--- config.mk ---
export PLATFORM = sky130hd
export DESIGN_NAME = multicycle_control_unit
export DESIGN_NICKNAME = d
export VERILOG_FILES = /design/src/rtl/multicycle_control_unit.sv
export SDC_FILE = /design/constraint.sdc
export NUM_CORES = 1
export LEC_CHECK = 0
export CORE_MARGIN = 5
export CORE_UTILIZATION = 52
export DETAILED_ROUTE_END_ITERATION = 12
export PLACE_DENSITY = 0.85
export SYNTH_ARGS = -nofsm -noshare
export SYNTH_HDL_FRONTEND = slang
export SYNTH_SLANG_ARGS = --single-unit
--- constraint.sdc ---
create_clock -name CLK -period 5.05 [get_ports CLK]
set_input_delay 1.01 -clock CLK [delete_from_list [all_inputs] [get_ports CLK]]
set_output_delay 1.01 -clock CLK [all_outputs]
set_load 0.01 [all_outputs]
--- src/rtl/multicycle_control_unit.sv ---
// Multi-cycle RISC-V control FSM: sequences fetch/decode/execute/memory/writeback
// over a shared ALU and unified memory, with memory timeout, trap state and retire counter.
module multicycle_control_unit #(
  parameter int unsigned OP_WIDTH       = 7,
  parameter int unsigned FUNCT3_WIDTH   = 3,
  parameter int unsigned ALU_CTRL_WIDTH = 3,
  parameter int unsigned IMM_SRC_WIDTH  = 2,
  parameter int unsigned CNT_WIDTH      = 32,
  parameter int unsigned MEM_TIMEOUT    = 16
) (
  input  logic                      CLK,
  input  logic                      RST,
  input  logic [OP_WIDTH-1:0]       op,
  input  logic [FUNCT3_WIDTH-1:0]   funct3,
  input  logic                      funct7_5,
  input  logic                      Zero,
  input  logic                      N,
  input  logic                      C,
  input  logic                      V,
  input  logic                      MemReady,
  output logic                      MemReq,
  output logic                      MemWrite,
  output logic                      AdrSrc,
  output logic                      IRWrite,
  output logic                      PCWrite,
  output logic                      RegWrite,
  output logic [1:0]                ResultSrc,
  output logic [1:0]                ALUSrcA,
  output logic [1:0]                ALUSrcB,
  output logic [ALU_CTRL_WIDTH-1:0] ALUControl,
  output logic [IMM_SRC_WIDTH-1:0]  ImmSrc,
  output logic                      Trap,
  output logic [1:0]                TrapCause,
  output logic [CNT_WIDTH-1:0]      InstRet
);

  localparam int unsigned WAIT_W  = (MEM_TIMEOUT > 0) ? $clog2(MEM_TIMEOUT + 1) : 1;
  localparam int unsigned TO_LAST = (MEM_TIMEOUT > 0) ? MEM_TIMEOUT - 1 : 0;

  localparam logic [6:0] OP_LOAD   = 7'b0000011;
  localparam logic [6:0] OP_STORE  = 7'b0100011;
  localparam logic [6:0] OP_RTYPE  = 7'b0110011;
  localparam logic [6:0] OP_ITYPE  = 7'b0010011;
  localparam logic [6:0] OP_BRANCH = 7'b1100011;
  localparam logic [6:0] OP_JAL    = 7'b1101111;
  localparam logic [6:0] OP_JALR   = 7'b1100111;

  localparam logic [2:0] ALU_ADD = 3'b000;
  localparam logic [2:0] ALU_SUB = 3'b001;
  localparam logic [2:0] ALU_AND = 3'b010;
  localparam logic [2:0] ALU_OR  = 3'b011;
  localparam logic [2:0] ALU_XOR = 3'b100;
  localparam logic [2:0] ALU_SLT = 3'b101;
  localparam logic [2:0] ALU_SLL = 3'b110;
  localparam logic [2:0] ALU_SRL = 3'b111;

  localparam logic [1:0] CAUSE_NONE    = 2'b00;
  localparam logic [1:0] CAUSE_ILLEGAL = 2'b01;
  localparam logic [1:0] CAUSE_TIMEOUT = 2'b10;

  typedef enum logic [3:0] {
    S_FETCH, S_DECODE, S_MEMADR, S_MEMREAD, S_MEMWB, S_MEMWRITE, S_EXECR,
    S_EXECI, S_ALUWB, S_BRANCH, S_JAL, S_JALR, S_JALRLINK, S_TRAP
  } state_t;

  state_t                 r_state;
  state_t                 w_state_next;
  logic [WAIT_W-1:0]      r_wait;
  logic [1:0]             r_cause;
  logic [CNT_WIDTH-1:0]   r_instret;

  logic [6:0] w_op;
  logic [2:0] w_f3;
  logic [2:0] w_alu_op;
  logic       w_alu_bad;
  logic       w_take;
  logic       w_br_bad;
  logic       w_timeout;
  logic       w_mem_wait;
  logic [1:0] w_cause_set;
  logic [2:0] w_alu3;
  logic [1:0] w_imm2;

  assign w_op      = 7'(op);
  assign w_f3      = 3'(funct3);
  assign w_timeout = (MEM_TIMEOUT != 0) && !MemReady && (r_wait == WAIT_W'(TO_LAST));

  // funct3 -> ALU operation; funct7_5 selects SUB only for register-register ops
  always_comb begin
    w_alu_op  = ALU_ADD;
    w_alu_bad = 1'b0;
    case (w_f3)
      3'b000:  w_alu_op = (funct7_5 && (r_state == S_EXECR)) ? ALU_SUB : ALU_ADD;
      3'b111:  w_alu_op = ALU_AND;
      3'b110:  w_alu_op = ALU_OR;
      3'b100:  w_alu_op = ALU_XOR;
      3'b010:  w_alu_op = ALU_SLT;
      3'b001:  w_alu_op = ALU_SLL;
      3'b101:  w_alu_op = ALU_SRL;
      default: w_alu_bad = 1'b1;
    endcase
  end

  // branch condition from flags of A-B; C is carry-out so !C means A <u B
  always_comb begin
    w_take   = 1'b0;
    w_br_bad = 1'b0;
    case (w_f3)
      3'b000:  w_take = Zero;
      3'b001:  w_take = !Zero;
      3'b100:  w_take = N ^ V;
      3'b101:  w_take = !(N ^ V);
      3'b110:  w_take = !C;
      3'b111:  w_take = C;
      default: w_br_bad = 1'b1;
    endcase
  end

  always_comb begin
    w_state_next = r_state;
    MemReq       = 1'b0;
    MemWrite     = 1'b0;
    AdrSrc       = 1'b0;
    IRWrite      = 1'b0;
    PCWrite      = 1'b0;
    RegWrite     = 1'b0;
    ResultSrc    = 2'b00;
    ALUSrcA      = 2'b00;
    ALUSrcB      = 2'b00;
    w_alu3       = ALU_ADD;
    w_imm2       = 2'b00;
    Trap         = 1'b0;
    w_mem_wait   = 1'b0;
    w_cause_set  = CAUSE_NONE;
    case (r_state)
      S_FETCH: begin
        MemReq     = 1'b1;
        ALUSrcB    = 2'b10;
        ResultSrc  = 2'b10;
        w_mem_wait = !MemReady;
        if (MemReady) begin
          IRWrite      = 1'b1;
          PCWrite      = 1'b1;
          w_state_next = S_DECODE;
        end else if (w_timeout) begin
          w_state_next = S_TRAP;
          w_cause_set  = CAUSE_TIMEOUT;
        end
      end
      S_DECODE: begin
        ALUSrcA = 2'b01;
        ALUSrcB = 2'b01;
        w_imm2  = (w_op == OP_JAL) ? 2'b11 : 2'b10;
        case (w_op)
          OP_LOAD, OP_STORE: w_state_next = S_MEMADR;
          OP_RTYPE:          w_state_next = S_EXECR;
          OP_ITYPE:          w_state_next = S_EXECI;
          OP_BRANCH:         w_state_next = S_BRANCH;
          OP_JAL:            w_state_next = S_JAL;
          OP_JALR:           w_state_next = S_JALR;
          default: begin
            w_state_next = S_TRAP;
            w_cause_set  = CAUSE_ILLEGAL;
          end
        endcase
      end
      S_MEMADR: begin
        ALUSrcA      = 2'b10;
        ALUSrcB      = 2'b01;
        w_imm2       = (w_op == OP_STORE) ? 2'b01 : 2'b00;
        w_state_next = (w_op == OP_STORE) ? S_MEMWRITE : S_MEMREAD;
      end
      S_MEMREAD: begin
        MemReq     = 1'b1;
        AdrSrc     = 1'b1;
        w_mem_wait = !MemReady;
        if (MemReady) begin
          w_state_next = S_MEMWB;
        end else if (w_timeout) begin
          w_state_next = S_TRAP;
          w_cause_set  = CAUSE_TIMEOUT;
        end
      end
      S_MEMWB: begin
        ResultSrc    = 2'b01;
        RegWrite     = 1'b1;
        w_state_next = S_FETCH;
      end
      S_MEMWRITE: begin
        MemReq     = 1'b1;
        MemWrite   = 1'b1;
        AdrSrc     = 1'b1;
        w_mem_wait = !MemReady;
        if (MemReady) begin
          w_state_next = S_FETCH;
        end else if (w_timeout) begin
          w_state_next = S_TRAP;
          w_cause_set  = CAUSE_TIMEOUT;
        end
      end
      S_EXECR, S_EXECI: begin
        ALUSrcA = 2'b10;
        ALUSrcB = (r_state == S_EXECI) ? 2'b01 : 2'b00;
        w_alu3  = w_alu_op;
        if (w_alu_bad) begin
          w_state_next = S_TRAP;
          w_cause_set  = CAUSE_ILLEGAL;
        end else begin
          w_state_next = S_ALUWB;
        end
      end
      S_ALUWB: begin
        RegWrite     = 1'b1;
        w_state_next = S_FETCH;
      end
      S_BRANCH: begin
        ALUSrcA = 2'b10;
        w_alu3  = ALU_SUB;
        if (w_br_bad) begin
          w_state_next = S_TRAP;
          w_cause_set  = CAUSE_ILLEGAL;
        end else begin
          PCWrite      = w_take;
          w_state_next = S_FETCH;
        end
      end
      S_JAL: begin
        ALUSrcA      = 2'b01;
        ALUSrcB      = 2'b10;
        PCWrite      = 1'b1;
        w_state_next = S_ALUWB;
      end
      S_JALR: begin
        ALUSrcA      = 2'b10;
        ALUSrcB      = 2'b01;
        ResultSrc    = 2'b10;
        PCWrite      = 1'b1;
        w_state_next = S_JALRLINK;
      end
      S_JALRLINK: begin
        ALUSrcA      = 2'b01;
        ALUSrcB      = 2'b10;
        ResultSrc    = 2'b10;
        RegWrite     = 1'b1;
        w_state_next = S_FETCH;
      end
      S_TRAP: begin
        Trap = 1'b1;
      end
      default: w_state_next = S_FETCH;
    endcase
  end

  // retirement is any arrival in FETCH from elsewhere; only completing states lead there
  always_ff @(posedge CLK or posedge RST) begin
    if (RST) begin
      r_state   <= S_FETCH;
      r_wait    <= '0;
      r_cause   <= CAUSE_NONE;
      r_instret <= '0;
    end else begin
      r_state <= w_state_next;
      r_wait  <= w_mem_wait ? r_wait + WAIT_W'(1) : '0;
      if (r_state != S_TRAP) r_cause <= w_cause_set;
      if ((w_state_next == S_FETCH) && (r_state != S_FETCH)) r_instret <= r_instret + CNT_WIDTH'(1);
    end
  end

  assign ALUControl = ALU_CTRL_WIDTH'(w_alu3);
  assign ImmSrc     = IMM_SRC_WIDTH'(w_imm2);
  assign TrapCause  = r_cause;
  assign InstRet    = r_instret;

endmodule

==> results by group <==
Route
  • Wire per inst: 15.4 µm
  • Drt via density: 5.61
  • WL final: roughly 6200 µm
  • Initial drt markers: 135
  • DR vias: 2267
  • Remaining DRCs: 0
  • TritonRoute pass-1 iters: 4
  • Routed Antenna Nets: 0

Synthesis
  • Ys async rst share: 100%
  • Most used DFF post-synth: dfrtp_1
  • Ranking of synthesized cells by area: dfrtp_1, xnor2_1, xor2_1, nand3_1, nand2_1
  • Syn_nets: 292
  • Largest family of logic cells by synthesized area: simple AND/OR/NAND/NOR gates
  • Number of synthesized register bits: 43
  • Number of synthesized flops with an enable pin: 0
  • Compound-Gate Fraction of Synth Area: 10.5%
  • Mapped Cells: 271
  • Syn Area/Cell: 9.45 µm²
  • Post-synthesis cell area: 2560 µm²
  • Post-synth top area cell: dfrtp_1
  • Synth Area in Simple Gates: 27.7%
  • Ys Warns: 0
  • Xor-xnor portion of the synthesized cell area: 13.0%
  • Post-synthesis mux area share: around 1.3%
  • Synth Area in Adders: 1.47%
  • Area share of the leading cell type in the synthesized netlist: 42.0%
  • Sequential share of the synthesized area: 42.0%
  • Post-synthesis cell type count: 57

Global route
  • Total GRT Usage: 20.8%
  • GR Overflow Total: 0
  • Largest net degree at the start of global routing: 44
  • Vias in the first global route: approximately 2300
  • Initial antenna violation count: 0
  • First-pass GRT wire length: roughly 11000 µm

CTS
  • TritonCTS Buffers: 5
  • Clock-pin transition on the worst setup and hold timing paths: 80 ps
  • H-tree Lvls: 2
  • Total clock sinks: 43
  • Postcts setup bufs: 0
  • Root buf cell: clkbuf_8
  • Clk_lat worst skew: 300 ps
  • CTS Hold Buffers Added: 0
  • CTS Buffer Depth: 2
  • Post_cts resized: 0
  • CTS tree: done

Setup path
  • R2R Setup Slk: 1890 ps
  • R2R depth: 10
  • Reg2reg end: InstRet[28]
  • Worst flop-to-flop path startpoint: r_wait[0]
  • Crit Path Category: input port to output port
  • Crit-path max FO: 5
  • Crit-path max cell delay: 550 ps
  • Critical path required time: between 4000 and 5000 ps
  • Arrival @ worst endpoint: 2910 ps
  • CP delay by family, top: buffers and inverters
  • Crit. Startpoint: funct3[2]
  • Buf/Inv on CP: 3
  • Crit path cell chain: clkdlybuf4s50_1 > inv_1 > nor2_1 > a21oi_1 > xor2_1 > o22ai_1 > a21oi_1 > o21bai_1 > clkdlybuf4s50_1
  • Worst Setup Start Kind: input port
  • Slowest-stage cell, CP: clkdlybuf4s50_1
  • CP Capture Type: output port

Worst hold path
  • Hold Crit Start: r_wait[0]
  • Cell count of the worst hold path: 1
  • Hold EP: r_wait[0]
  • Min-Delay Path Class: flip-flop to flip-flop

Floorplanning
  • Chip height: 80.2 µm
  • Row count: 25
  • Die area: 6430 µm²
  • Initial cell density of the core: 53.8%
  • Top Ports: 70
  • DIE WIDTH: about 80 µm
  • Core area: 4750 µm²

Place
  • I/O Buffers: between 60 and 70
  • Post-DP HPWL: 4570 µm
  • Gpl congestion: 0.768
  • Post-Place Worst Slack: 1150 ps

Layout
  • Nets: 358
  • Area Growth Syn to Fin: 32.7%
  • Ant diodes: 0
  • Layout cell share with drive strength beyond 1: 5.04%

Timing
  • Final worst setup slack: 1130 ps
  • Endpoints failing hold: 0
  • Clock skew: 9.82 ps
  • Final min period: 3920 ps
  • F_max: between 0.2 and 0.3 GHz
  • Slew Viols, Final: 0
  • RSZ-0062 raised after global routing: false
  • Final setup vio count: 0
  • Final period util: around 78%
  • Setup TNS: 0 ps
  • Worst-margin pin slew: 968 ps
  • Worst slew margin: 34.6%

Power
  • Peak VDD IR: between 0.0003 and 0.0004 V
  • PD cells: ~400 nW/µm²
  • Static Leak: around 1.4 nW

Run status
  • Outcome: finished clean

Job
  • Maximum capacitance violations: 0
## cells in the mapped netlist, drive strengths merged (2+ instances only)
master and instances:
nand2 22, inv 11, a2111oi 2, o21bai 2, buf 9, or2 3
and3 11, or4b 2, xnor2 28, clkbuf 3, o21ai 6, ha 3
or4 2, nand4 13, and4 3, nor2 18, a211o 2, nand4bb 2
xor2 10, nor4 2, nand3 18, o22ai 3, or3 4, nand2b 4
o211a 2, nor2b 6, and2 4, dfrtp 43, mux2 2, a21oi 6
a31o 2, nor3 9
## logic make-up after synthesis
group,after synthesis
DFF,43
and+or+nand+nor,126
buffers and inverters,23
muxes,3
AOI/OAI and AO/OA,35
adders and majority gates,3
xor gates and xnor gates,38
## sequential cells by signal, indices dropped and copies added (netlist names)
name       count
InstRet       32
r_wait         5
r_state        4
TrapCause      2
## power by group
group | total, W | switching [W] | internal, W | leakage, nW
clock network | 0.000255 | 0.000110 | 0.000145 | 0.0513
registers | 0.000471 | 0.0000829 | 0.000388 | 0.585
logic | 0.000644 | 0.000334 | 0.000310 | 0.791
total | 0.00137 | 0.000526 | 0.000843 | 1.43
## placed cells by master (no fill, tap or decap), types with 6 or more instances in the layout
cell | synthesis | routed
clkdlybuf4s50_1 | 0 | 69
dfrtp_1 | 43 | 43
xnor2_1 | 28 | 28
nand2_1 | 22 | 22
nor2_1 | 18 | 18
nand3_1 | 17 | 17
nand4_1 | 13 | 13
inv_1 | 11 | 11
and3_1 | 10 | 10
xor2_1 | 10 | 10
nor3_1 | 9 | 9
a21oi_1 | 6 | 6
nor2b_1 | 6 | 6
## through the flow
step	std cells	area [µm²]	util, %	power [W]	hold slack, ps
after CTS	404	3400	71.5	0.00138	472
after floorplan	271	2560	-	0.000857	433
after detailed placement	397	3300	69.3	0.00112	462
after global placement	397	3300	69.3	0.00111	449
final	404	3400	71.5	0.00137	469
after global routing	404	3400	71.5	0.00146	510
## layout make-up
class                      count  area [µm²]
tap                           67        83.8
clock inverter                 1        30.0
inverter                      11        41.3
timing repair buffer          71         706
sequential                    43        1080
multi-input combinational    205        1390
clock buffer                   6        72.6
fill                         407        1360
## layer usage
metal | track usage [%] | up-vias | wire (µm)
met5 | 0 | - | 0
met1 | 27.3 | 1075 | 2730
met2 | 33.2 | 85 | 2940
met4 | 8.45 | 0 | 104
li1 | - | 1098 | -
met3 | 4.82 | 9 | 428
## how the worst max path moves through the flow
stage | to | slack (ps) | depth (start not counted)
after CTS | PCWrite | 1130 | 9
after global routing | PCWrite | 970 | 9
after global placement | PCWrite | 1190 | 9
after detailed placement | PCWrite | 1150 | 9
final | PCWrite | 1130 | 9
after floorplan | InstRet[28] | 1940 | 8
Power figures use the tool's default switching activity.
